[src/rtl/mem_access_pkg.sv]
// Shared definitions for the data memory access unit.
// Contents:
//   - FUNC3 load/store size/sign encodings
//   - state_t : access FSM states (IDLE / ACCESS / DONE)
//   - FAULT_CODE constants
package mem_access_pkg;

  localparam logic [2:0] F3_B  = 3'b000;
  localparam logic [2:0] F3_H  = 3'b001;
  localparam logic [2:0] F3_W  = 3'b010;
  localparam logic [2:0] F3_BU = 3'b100;
  localparam logic [2:0] F3_HU = 3'b101;

  typedef enum logic [1:0] {
    IDLE   = 2'd0,
    ACCESS = 2'd1,
    DONE   = 2'd2
  } state_t;

  localparam logic [1:0] FC_NONE     = 2'b00;
  localparam logic [1:0] FC_MISALIGN = 2'b01;
  localparam logic [1:0] FC_ILLEGAL  = 2'b10;
  localparam logic [1:0] FC_TIMEOUT  = 2'b11;

endpackage

[src/rtl/data_mem_access_unit_if.sv]
// Word-wide handshaked data memory bus.
// Handshake: the master raises MEM_REQ with MEM_WE/MEM_ADDR/MEM_BYTE_EN/
// MEM_WDATA and holds all of them stable until the slave returns a
// single-cycle MEM_ACK; MEM_RDATA is only meaningful in the MEM_ACK cycle.
// Modports:
//   master : access unit side (drives request, samples ack/rdata)
//   slave  : memory side (samples request, drives ack/rdata)
interface data_mem_access_unit_if;
  logic        MEM_REQ;
  logic        MEM_WE;
  logic [29:0] MEM_ADDR;
  logic [3:0]  MEM_BYTE_EN;
  logic [31:0] MEM_WDATA;
  logic [31:0] MEM_RDATA;
  logic        MEM_ACK;

  modport master (
    output MEM_REQ, MEM_WE, MEM_ADDR, MEM_BYTE_EN, MEM_WDATA,
    input  MEM_RDATA, MEM_ACK
  );

  modport slave (
    input  MEM_REQ, MEM_WE, MEM_ADDR, MEM_BYTE_EN, MEM_WDATA,
    output MEM_RDATA, MEM_ACK
  );
endinterface

[src/rtl/load_store_align.sv]
// Purely combinational lane logic for the data memory access unit.
// Request side (from the pipeline, evaluated in IDLE):
//   is_load_i, func3_i, addr_lo_i, wdata_i -> byte_en_o, wdata_o, fault_code_o
// Response side (from the latched request and memory word):
//   ld_func3_i, ld_offset_i, rdata_i -> ld_data_o (extracted and extended)
module load_store_align
  import mem_access_pkg::*;
(
  input  logic        is_load_i,
  input  logic [2:0]  func3_i,
  input  logic [1:0]  addr_lo_i,
  input  logic [31:0] wdata_i,
  output logic [3:0]  byte_en_o,
  output logic [31:0] wdata_o,
  output logic [1:0]  fault_code_o,
  input  logic [2:0]  ld_func3_i,
  input  logic [1:0]  ld_offset_i,
  input  logic [31:0] rdata_i,
  output logic [31:0] ld_data_o
);

  logic       illegal;
  logic       misaligned;
  logic [7:0] ld_byte;
  logic [15:0] ld_half;

  // Store lane formatting; loads always fetch the whole word.
  always_comb begin
    byte_en_o = 4'b1111;
    wdata_o   = wdata_i;
    if (!is_load_i) begin
      case (func3_i[1:0])
        2'b00: begin
          byte_en_o = 4'b0001 << addr_lo_i;
          wdata_o   = {4{wdata_i[7:0]}};
        end
        2'b01: begin
          byte_en_o = addr_lo_i[1] ? 4'b1100 : 4'b0011;
          wdata_o   = {2{wdata_i[15:0]}};
        end
        default: ;
      endcase
    end
  end

  // Illegal encoding outranks misalignment.
  always_comb begin
    if (is_load_i)
      illegal = !(func3_i inside {F3_B, F3_H, F3_W, F3_BU, F3_HU});
    else
      illegal = !(func3_i inside {F3_B, F3_H, F3_W});
    misaligned = ((func3_i[1:0] == 2'b01) && addr_lo_i[0]) ||
                 ((func3_i[1:0] == 2'b10) && (addr_lo_i != 2'b00));
    if (illegal)
      fault_code_o = FC_ILLEGAL;
    else if (misaligned)
      fault_code_o = FC_MISALIGN;
    else
      fault_code_o = FC_NONE;
  end

  // Load extraction and extension.
  always_comb begin
    case (ld_offset_i)
      2'd0:    ld_byte = rdata_i[7:0];
      2'd1:    ld_byte = rdata_i[15:8];
      2'd2:    ld_byte = rdata_i[23:16];
      default: ld_byte = rdata_i[31:24];
    endcase
    ld_half = ld_offset_i[1] ? rdata_i[31:16] : rdata_i[15:0];
    case (ld_func3_i)
      F3_B:    ld_data_o = {{24{ld_byte[7]}}, ld_byte};
      F3_BU:   ld_data_o = {24'h0, ld_byte};
      F3_H:    ld_data_o = {{16{ld_half[15]}}, ld_half};
      F3_HU:   ld_data_o = {16'h0, ld_half};
      default: ld_data_o = rdata_i;
    endcase
  end

endmodule

[src/rtl/data_mem_access_unit.sv]
// MEM-stage load/store responder. Takes MEM_READ/MEM_WRITE strobes from the
// EX/MEM register, runs one transaction at a time on the data memory bus,
// stalls the pipeline through BUSYWAIT and reports faults in DONE.
// Ports:
//   CLK, RESET (async, active-low)
//   MEM_READ, MEM_WRITE, FUNC3, ADDRESS, WRITE_DATA : request from pipeline
//   READ_DATA  : registered, extended load result
//   BUSYWAIT   : pipeline stall
//   FAULT, FAULT_CODE : one-cycle fault report in DONE
//   mem        : memory bus (master side)
//   state_o    : current FSM state, for observation
module data_mem_access_unit
  import mem_access_pkg::*;
#(
  parameter int unsigned MAX_WAIT = 255
) (
  input  logic                          CLK,
  input  logic                          RESET,
  input  logic                          MEM_READ,
  input  logic                          MEM_WRITE,
  input  logic [2:0]                    FUNC3,
  input  logic [31:0]                   ADDRESS,
  input  logic [31:0]                   WRITE_DATA,
  output logic [31:0]                   READ_DATA,
  output logic                          BUSYWAIT,
  output logic                          FAULT,
  output logic [1:0]                    FAULT_CODE,
  data_mem_access_unit_if.master        mem,
  output state_t                        state_o
);

  // Counter value in the last ACCESS cycle allowed before timing out.
  localparam logic [7:0] LAST_CNT = 8'(MAX_WAIT - 1);

  state_t      state_q, state_d;
  logic        we_q, we_d;
  logic [29:0] addr_q, addr_d;
  logic [3:0]  be_q, be_d;
  logic [31:0] wdata_q, wdata_d;
  logic [2:0]  f3_q, f3_d;
  logic [1:0]  off_q, off_d;
  logic [7:0]  cnt_q, cnt_d;
  logic [31:0] rdata_q, rdata_d;
  logic        fault_q, fault_d;
  logic [1:0]  fcode_q, fcode_d;

  logic        req_is_load;
  logic [3:0]  fmt_be;
  logic [31:0] fmt_wdata;
  logic [1:0]  chk_code;
  logic [31:0] ld_data;

  // A simultaneous load and store resolves to the load.
  assign req_is_load = MEM_READ;

  load_store_align u_align (
    .is_load_i    (req_is_load),
    .func3_i      (FUNC3),
    .addr_lo_i    (ADDRESS[1:0]),
    .wdata_i      (WRITE_DATA),
    .byte_en_o    (fmt_be),
    .wdata_o      (fmt_wdata),
    .fault_code_o (chk_code),
    .ld_func3_i   (f3_q),
    .ld_offset_i  (off_q),
    .rdata_i      (mem.MEM_RDATA),
    .ld_data_o    (ld_data)
  );

  always_ff @(posedge CLK or negedge RESET) begin
    if (!RESET) begin
      state_q <= IDLE;
      we_q    <= 1'b0;
      addr_q  <= '0;
      be_q    <= '0;
      wdata_q <= '0;
      f3_q    <= '0;
      off_q   <= '0;
      cnt_q   <= '0;
      rdata_q <= '0;
      fault_q <= 1'b0;
      fcode_q <= FC_NONE;
    end else begin
      state_q <= state_d;
      we_q    <= we_d;
      addr_q  <= addr_d;
      be_q    <= be_d;
      wdata_q <= wdata_d;
      f3_q    <= f3_d;
      off_q   <= off_d;
      cnt_q   <= cnt_d;
      rdata_q <= rdata_d;
      fault_q <= fault_d;
      fcode_q <= fcode_d;
    end
  end

  always_comb begin
    state_d  = state_q;
    we_d     = we_q;
    addr_d   = addr_q;
    be_d     = be_q;
    wdata_d  = wdata_q;
    f3_d     = f3_q;
    off_d    = off_q;
    cnt_d    = cnt_q;
    rdata_d  = rdata_q;
    fault_d  = 1'b0;
    fcode_d  = FC_NONE;
    BUSYWAIT = 1'b0;
    case (state_q)
      IDLE: begin
        BUSYWAIT = MEM_READ | MEM_WRITE;
        if (MEM_READ || MEM_WRITE) begin
          if (chk_code != FC_NONE) begin
            fault_d = 1'b1;
            fcode_d = chk_code;
            state_d = DONE;
          end else begin
            we_d    = !req_is_load;
            addr_d  = ADDRESS[31:2];
            be_d    = fmt_be;
            wdata_d = fmt_wdata;
            f3_d    = FUNC3;
            off_d   = ADDRESS[1:0];
            cnt_d   = '0;
            state_d = ACCESS;
          end
        end
      end
      ACCESS: begin
        BUSYWAIT = 1'b1;
        cnt_d    = cnt_q + 8'd1;
        if (mem.MEM_ACK) begin
          if (!we_q) rdata_d = ld_data;
          state_d = DONE;
        end else if (cnt_q == LAST_CNT) begin
          fault_d = 1'b1;
          fcode_d = FC_TIMEOUT;
          state_d = DONE;
        end
      end
      DONE: begin
        // Strobes present here belong to the next instruction; they are
        // picked up in the following IDLE cycle.
        state_d = IDLE;
      end
      default: state_d = IDLE;
    endcase
  end

  assign mem.MEM_REQ     = (state_q == ACCESS);
  assign mem.MEM_WE      = we_q;
  assign mem.MEM_ADDR    = addr_q;
  assign mem.MEM_BYTE_EN = be_q;
  assign mem.MEM_WDATA   = wdata_q;
  assign READ_DATA       = rdata_q;
  assign FAULT           = fault_q;
  assign FAULT_CODE      = fcode_q;
  assign state_o         = state_q;

endmodule

[src/flat_wrapper.sv]
// flat-port wrapper written by rule: the top's interface ports become plain ports
module data_mem_access_unit_flat import mem_access_pkg::*;
#(
  parameter int unsigned MAX_WAIT = 255
)
  (CLK, RESET, MEM_READ, MEM_WRITE, FUNC3, ADDRESS, WRITE_DATA, READ_DATA, BUSYWAIT, FAULT, FAULT_CODE, state_o, mem_MEM_REQ, mem_MEM_WE, mem_MEM_ADDR, mem_MEM_BYTE_EN, mem_MEM_WDATA, mem_MEM_RDATA, mem_MEM_ACK);
  data_mem_access_unit_if mem_i ();
  input  logic CLK;
  input  logic RESET;
  input  logic MEM_READ;
  input  logic MEM_WRITE;
  input  logic [2:0] FUNC3;
  input  logic [31:0] ADDRESS;
  input  logic [31:0] WRITE_DATA;
  output logic [31:0] READ_DATA;
  output logic BUSYWAIT;
  output logic FAULT;
  output logic [1:0] FAULT_CODE;
  output state_t state_o;
  output wire logic [$bits(mem_i.MEM_REQ)-1:0] mem_MEM_REQ;
  output wire logic [$bits(mem_i.MEM_WE)-1:0] mem_MEM_WE;
  output wire logic [$bits(mem_i.MEM_ADDR)-1:0] mem_MEM_ADDR;
  output wire logic [$bits(mem_i.MEM_BYTE_EN)-1:0] mem_MEM_BYTE_EN;
  output wire logic [$bits(mem_i.MEM_WDATA)-1:0] mem_MEM_WDATA;
  input wire logic [$bits(mem_i.MEM_RDATA)-1:0] mem_MEM_RDATA;
  input wire logic [$bits(mem_i.MEM_ACK)-1:0] mem_MEM_ACK;
  assign mem_MEM_REQ = mem_i.MEM_REQ;
  assign mem_MEM_WE = mem_i.MEM_WE;
  assign mem_MEM_ADDR = mem_i.MEM_ADDR;
  assign mem_MEM_BYTE_EN = mem_i.MEM_BYTE_EN;
  assign mem_MEM_WDATA = mem_i.MEM_WDATA;
  assign mem_i.MEM_RDATA = mem_MEM_RDATA;
  assign mem_i.MEM_ACK = mem_MEM_ACK;
  data_mem_access_unit #(.MAX_WAIT(MAX_WAIT)) u_core (.CLK(CLK), .RESET(RESET), .MEM_READ(MEM_READ), .MEM_WRITE(MEM_WRITE), .FUNC3(FUNC3), .ADDRESS(ADDRESS), .WRITE_DATA(WRITE_DATA), .READ_DATA(READ_DATA), .BUSYWAIT(BUSYWAIT), .FAULT(FAULT), .FAULT_CODE(FAULT_CODE), .mem(mem_i), .state_o(state_o));
endmodule
[config.mk]
export PLATFORM = sky130hd
export DESIGN_NAME = data_mem_access_unit_flat
export DESIGN_NICKNAME = d
export VERILOG_FILES = /design/src/rtl/mem_access_pkg.sv /design/src/rtl/data_mem_access_unit_if.sv /design/src/rtl/load_store_align.sv /design/src/rtl/data_mem_access_unit.sv /design/src/flat_wrapper.sv
export SDC_FILE = /design/constraint.sdc
export NUM_CORES = 1
export LEC_CHECK = 0
export CAP_MARGIN = 20
export CORE_MARGIN = 2
export CORE_UTILIZATION = 30
export CTS_CLUSTER_SIZE = 28
export DETAILED_ROUTE_END_ITERATION = 8
export PLACE_DENSITY = 0.65
export SETUP_SLACK_MARGIN = 0.02
export SLEW_MARGIN = 20
export SYNTH_ARGS = -nofsm -noshare
export SYNTH_HDL_FRONTEND = slang
export SYNTH_SLANG_ARGS = --single-unit
[constraint.sdc]
create_clock -name CLK -period 1.95 [get_ports CLK]
set_input_delay 0.4875 -clock CLK [delete_from_list [all_inputs] [get_ports CLK]]
set_output_delay 0.4875 -clock CLK [all_outputs]
set_load 0.05 [all_outputs]
# After elaboration in Yosys (flattened, before gate mapping)
# Cells that the tools add are included.
[word_totals]
register_bits = 117
latch_bits = 0
ram_bits = 0
romBits = 0
inputBits = 104
output_inout_bits = 106
elab_cells = 83
n_memories = 0
[classes]
n_addsub = 1
mul = 0
div_mod_pow = 0
order_cmp = 0
n_eq_ne = 16
shift = 1
muxes = 30
n_bitwise = 3
reduce_logical = 21
[ops]
columns = ["op", "n"]
rows = [
  ["$pmux 32 s4", 1],
  ["$pmux 32 s2", 1],
  ["$mux 32", 1],
  ["$pmux 8 s3", 1],
  ["$mux 2", 9],
  ["$mux 16", 1],
  ["$mux 8", 2],
  ["$pmux 8 s2", 1],
  ["$eq 3x3->1 const B", 4],
  ["$reduce_and 3->1", 3],
  ["$add 8x1->8 const B", 1],
  ["$eq 8x8->1 const B", 1],
  ["$mux 4", 2],
  ["$pmux 2 s2", 2],
  ["$pmux 4 s2", 1],
  ["$eq 2x1->1 const B", 3],
  ["$eq 3x1->1 const B", 2],
  ["$logic_not 2->1", 3],
  ["$logic_not 3->1", 2],
  ["$mux 1", 6],
  ["$reduce_bool 2->1", 3],
  ["$reduce_bool 5->1", 1],
  ["$eq 2x2->1 const B", 2],
  ["$pmux 1 s2", 2],
  ["other kinds (12)", 17],
]

# Logic depth before layout (Yosys ltp)
[logic_depth]
word_depth = 9
depth_mapped = 6
depth_no_buf = 5

# Modules after synthesis
# From an unflattened synthesis, not the netlist that was laid out.
[unflattened]
cells_unflattened = 479
hier_area_um2 = 5906.9
[by_module_without_submodules]
columns = ["module", "instances", "cells_per_inst", "area_per_inst_um2", "seq_area_each_um2"]
rows = [
  ["data_mem_access_unit", 1, 291, 4574.4, 2927.8],
  ["load_store_align", 1, 188, 1332.5, 0.0],
]

# Least setup slack after synthesis
# No wires, ideal clock.
[synth_timing]
path_type = "register to output"
startpoint = "register u_core.state_q[0] (netlist: u_core.state_o[0])"
endpoint = "output port BUSYWAIT"
t_arrival_ns = 1.530
t_required_ns = 1.462
setup_slack_ns = -0.067
stages_incl_launch_ff = 3
n_path_buf = 0
cell_sequence = "dfrtp_1 > nor3_1 > nor2_1"
[synth_between]
elab_chain_cells = 2
word_cells_on_any_way = 3
cone_classes = "1 x eq/ne; 1 x mux; 1 x reduce/logical"
[synth_rtl]
columns = ["element", "line", "rtl"]
rows = [
  ["from (decl)", "data_mem_access_unit.sv:35", "state_t state_q, state_d;"],
  ["from (signal assigned)", "data_mem_access_unit.sv:84", "state_q <= state_d;"],
  ["$eq 2x1->1 or $logic_not 2->1 (tied branches)", "data_mem_access_unit.sv:111", "case (state_q)"],
  ["$pmux 1 s2 *", "data_mem_access_unit.sv:111", ""],
  ["to (decl)", "flat_wrapper.sv:16", "output logic BUSYWAIT;"],
]
# Mark *: on every way between the ends. The rest lies on a longest branch, timed or not.

# Worst setup path in the final report
# Same ends and word-level chain as after synthesis.

==> run metrics <==
outcome finished, final reports clean; H-tree depth 4; main area contributors after synthesis sky130_fd_sc_hd__dfrtp_1 (52%), sky130_fd_sc_hd__mux2_4 (9.4%), sky130_fd_sc_hd__o21ai_0 (4.9%), sky130_fd_sc_hd__mux2_2 (4.8%), sky130_fd_sc_hd__nand3_1 (3.6%); total die area 19,800 um^2; starting utilization of the core area 0.303; cell type group with the largest total delay on the critical path flip-flops; area fraction of the dominant cell type after synthesis 0.522; RePlAce Congestion 0.764; Yosys warning count 0; cell breakdown of the critical path buf_6 -> nor3_4 -> buf_6 -> nor2_4 -> buf_12; global-route wire length before repair 26.3 mm; Net Count, Synth 610; die width 141 um; Iteration-0 DRC Markers 363; Main synth FF type sky130_fd_sc_hd__dfrtp_1; number of fill cells in the layout 1,736; clock sink count 117; Num CTS Buffers 17; I/O Pins 210; syn_area_per_cell 11.1 um^2; kind of start point of the critical path register; clock latency on the worst-skew pair 0.42 ns; number of enable-type register cells in the synthesized netlist 0; power per standard cell area 1880 nW/um^2; kind of end point of the critical path primary output; Antenna Diode Count 0; Max stage delay cell, worst path sky130_fd_sc_hd__dfrtp_2; total track usage 0.169; number of core rows 50; fraction of the yosys area taken by sequential cells 0.522; final setup fails 0; required time at the worst-slack endpoint 1.46 ns; area of the core region 18,500 um^2; transition at the pin with the smallest max-transition slack 0.564 ns; first-pass iteration count of the detailed router 5; number of distinct library cells after synthesis 46; synthesis-stage register bit count 117; worst hold path type in2async; share of post-route cells with drive strength above 1 0.335; DR DRC count 0; Final nets 848; leading cell type by number of instances after synthesis sky130_fd_sc_hd__dfrtp_1; via density per instance 4.91; Syn Std Cell Area 5610 um^2; Critical Path Most Common Cell sky130_fd_sc_hd__buf_6; Post-DRT Antenna Nets 0; Buf+Inv Stages, Crit Path 3; clock edge transition at the registers on the reported setup and hold paths 0.06 ns; number of global-route vias before repair 4,901; maximum clock rate 0.538 GHz; cell taking the most area after synthesis sky130_fd_sc_hd__dfrtp_1; class of the most critical setup path reg2out; clock tree root buffer cell sky130_fd_sc_hd__clkbuf_16; maximum root-to-sink buffer count 2; Fin Clk Skew 0.00837 ns; layout overhead on the synthesized area 54.8%; critical-path maximum fanout 3; total half-perimeter wirelength after legalization and detailed placement 12.0 mm; total of buffers placed on input and output ports 209; Layout Utilization 0.469; data arrival at the endpoint of the critical path 1.37 ns; setup slack, reg-to-reg 0.11 ns; GR Overflow Total 0; unrepaired setup endpoints after global routing no; worst slew slack as a fraction of its limit 0.624; slowest stage delay, CP 0.41 ns; final number of max-transition violations 0; total via count in the routed design 4,857; post-layout minimum cycle time 1.86 ns; max-cap check violation count 0; Pleak 3.95 nW; Hold WS 0.0638 ns; sum of routed wire length over all layers 16.5 mm; list of most frequent post-synthesis cells sky130_fd_sc_hd__dfrtp_1 (117), sky130_fd_sc_hd__o21ai_0 (55), sky130_fd_sc_hd__nand2_1 (42); height of the chip 141 um; initial antenna violation count 0; final clock period utilization by the worst path 0.953; endpoints failing hold 0; async set or reset register ratio after synthesis 1.00; IR Drop Worst-Case VDD 1.02 mV; maximum number of pins on one net before global-route repair 74; clock tree from TritonCTS done; gate count of the mapped netlist 504; Avg WL per Cell 16.7 um
==> area by class of cell <==
class                      count  area [um^2]  share of cell area
sequential                   117         2930               0.337
multi-input combinational    346         2490               0.287
timing repair buffer         254         2290               0.264
clock buffer                  25          515              0.0594
tap                          234          293              0.0337
clock inverter                 7          140              0.0161
inverter                       6         22.5             0.00259
==> flip-flops by register name, indices dropped and copies added (netlist names) <==
name,count
u_core.mem.MEM_BYTE_EN,4
u_core.cnt_q,8
u_core.f3_q,3
u_core.FAULT,1
u_core.FAULT_CODE,2
u_core.off_q,2
u_core.state_o,2
u_core.mem.MEM_ADDR,30
u_core.READ_DATA,32
u_core.mem.MEM_WE,1
u_core.mem.MEM_WDATA,32
==> layer usage <==
layer / share of wire / global-route usage
met2: 0.48 / 0.269
met5: 0 / 0
met1: 0.43 / 0.214
met4: 0.017 / 0.0558
met3: 0.070 / 0.0598
==> per-stage QoR <==
stage | instance area, um^2 | setup slack [ns] | TNS (ns) | instances | power [mW]
6_report | 8680 | 0.0913 | 0 | 989 | 16.3
5_1_grt | 8680 | 0.00800 | 0 | 989 | 17.1
4_1_cts | 8660 | 0.0515 | 0 | 987 | 16.4
3_5_place_dp | 7980 | -0.420 | -27.88 | 954 | 12.9
3_3_place_gp | 7980 | -0.383 | -24.92 | 954 | 12.8
2_1_floorplan | 5610 | 0.0293 | 0 | 504 | 10.0
==> cell families after synthesis <==
logic type | synth area share
and+or+nand+nor | 0.130
AOI/OAI and AO/OA | 0.132
DFF | 0.522
muxes | 0.170
buffers and inverters | 0.0381
xor gates and xnor gates | 0.00312
adders and majority gates | 0.00446
==> power by group <==
part           leakage [nW]  switching (mW)  internal [mW]
clock                 0.316            1.12           2.34
sequential             1.42           0.758           3.56
combinational          2.21            5.55           2.96
total                  3.95            7.43           8.86
==> timing repair <==
action                                  CTS  global route
setup buffers                             1             2
pin swaps                                 1             1
hold buffers                              0             0
endpoints found under the setup margin    2            19
resized for setup                         7             3
==> path summary, 6_finish.rpt <==
| check | start | depth (start not counted) | endpoint |
|---|---|---|---|
| hold reg to reg | u_core.cnt_q[7] | 1 | u_core.cnt_q[7] |
| min in group CLK | u_core.cnt_q[7] | 1 | u_core.cnt_q[7] |
| setup / recovery | u_core.state_o[0] | 5 | BUSYWAIT |
| setup reg to reg | u_core.state_o[0] | 7 | u_core.mem.MEM_WDATA[29] |
| hold / removal | RESET | 2 | u_core.READ_DATA[18] |
| max in group asynchronous | RESET | 2 | u_core.mem.MEM_BYTE_EN[1] |
==> cells in the final DEF, fill, tap and decap left out, types with 8 or more instances in the layout <==
cell,instances
sky130_fd_sc_hd__a21oi_1,19
sky130_fd_sc_hd__nand3b_1,8
sky130_fd_sc_hd__mux2i_1,16
sky130_fd_sc_hd__nor2_1,27
sky130_fd_sc_hd__clkdlybuf4s50_1,100
sky130_fd_sc_hd__o21ai_0,54
sky130_fd_sc_hd__mux2_2,24
sky130_fd_sc_hd__dfrtp_1,115
sky130_fd_sc_hd__nand2_1,42
sky130_fd_sc_hd__nand3_1,40
sky130_fd_sc_hd__buf_4,140
sky130_fd_sc_hd__mux2_4,35
sky130_fd_sc_hd__o31ai_1,10
sky130_fd_sc_hd__clkbuf_16,17
sky130_fd_sc_hd__buf_12,10
Power figures use the tool's default switching activity.
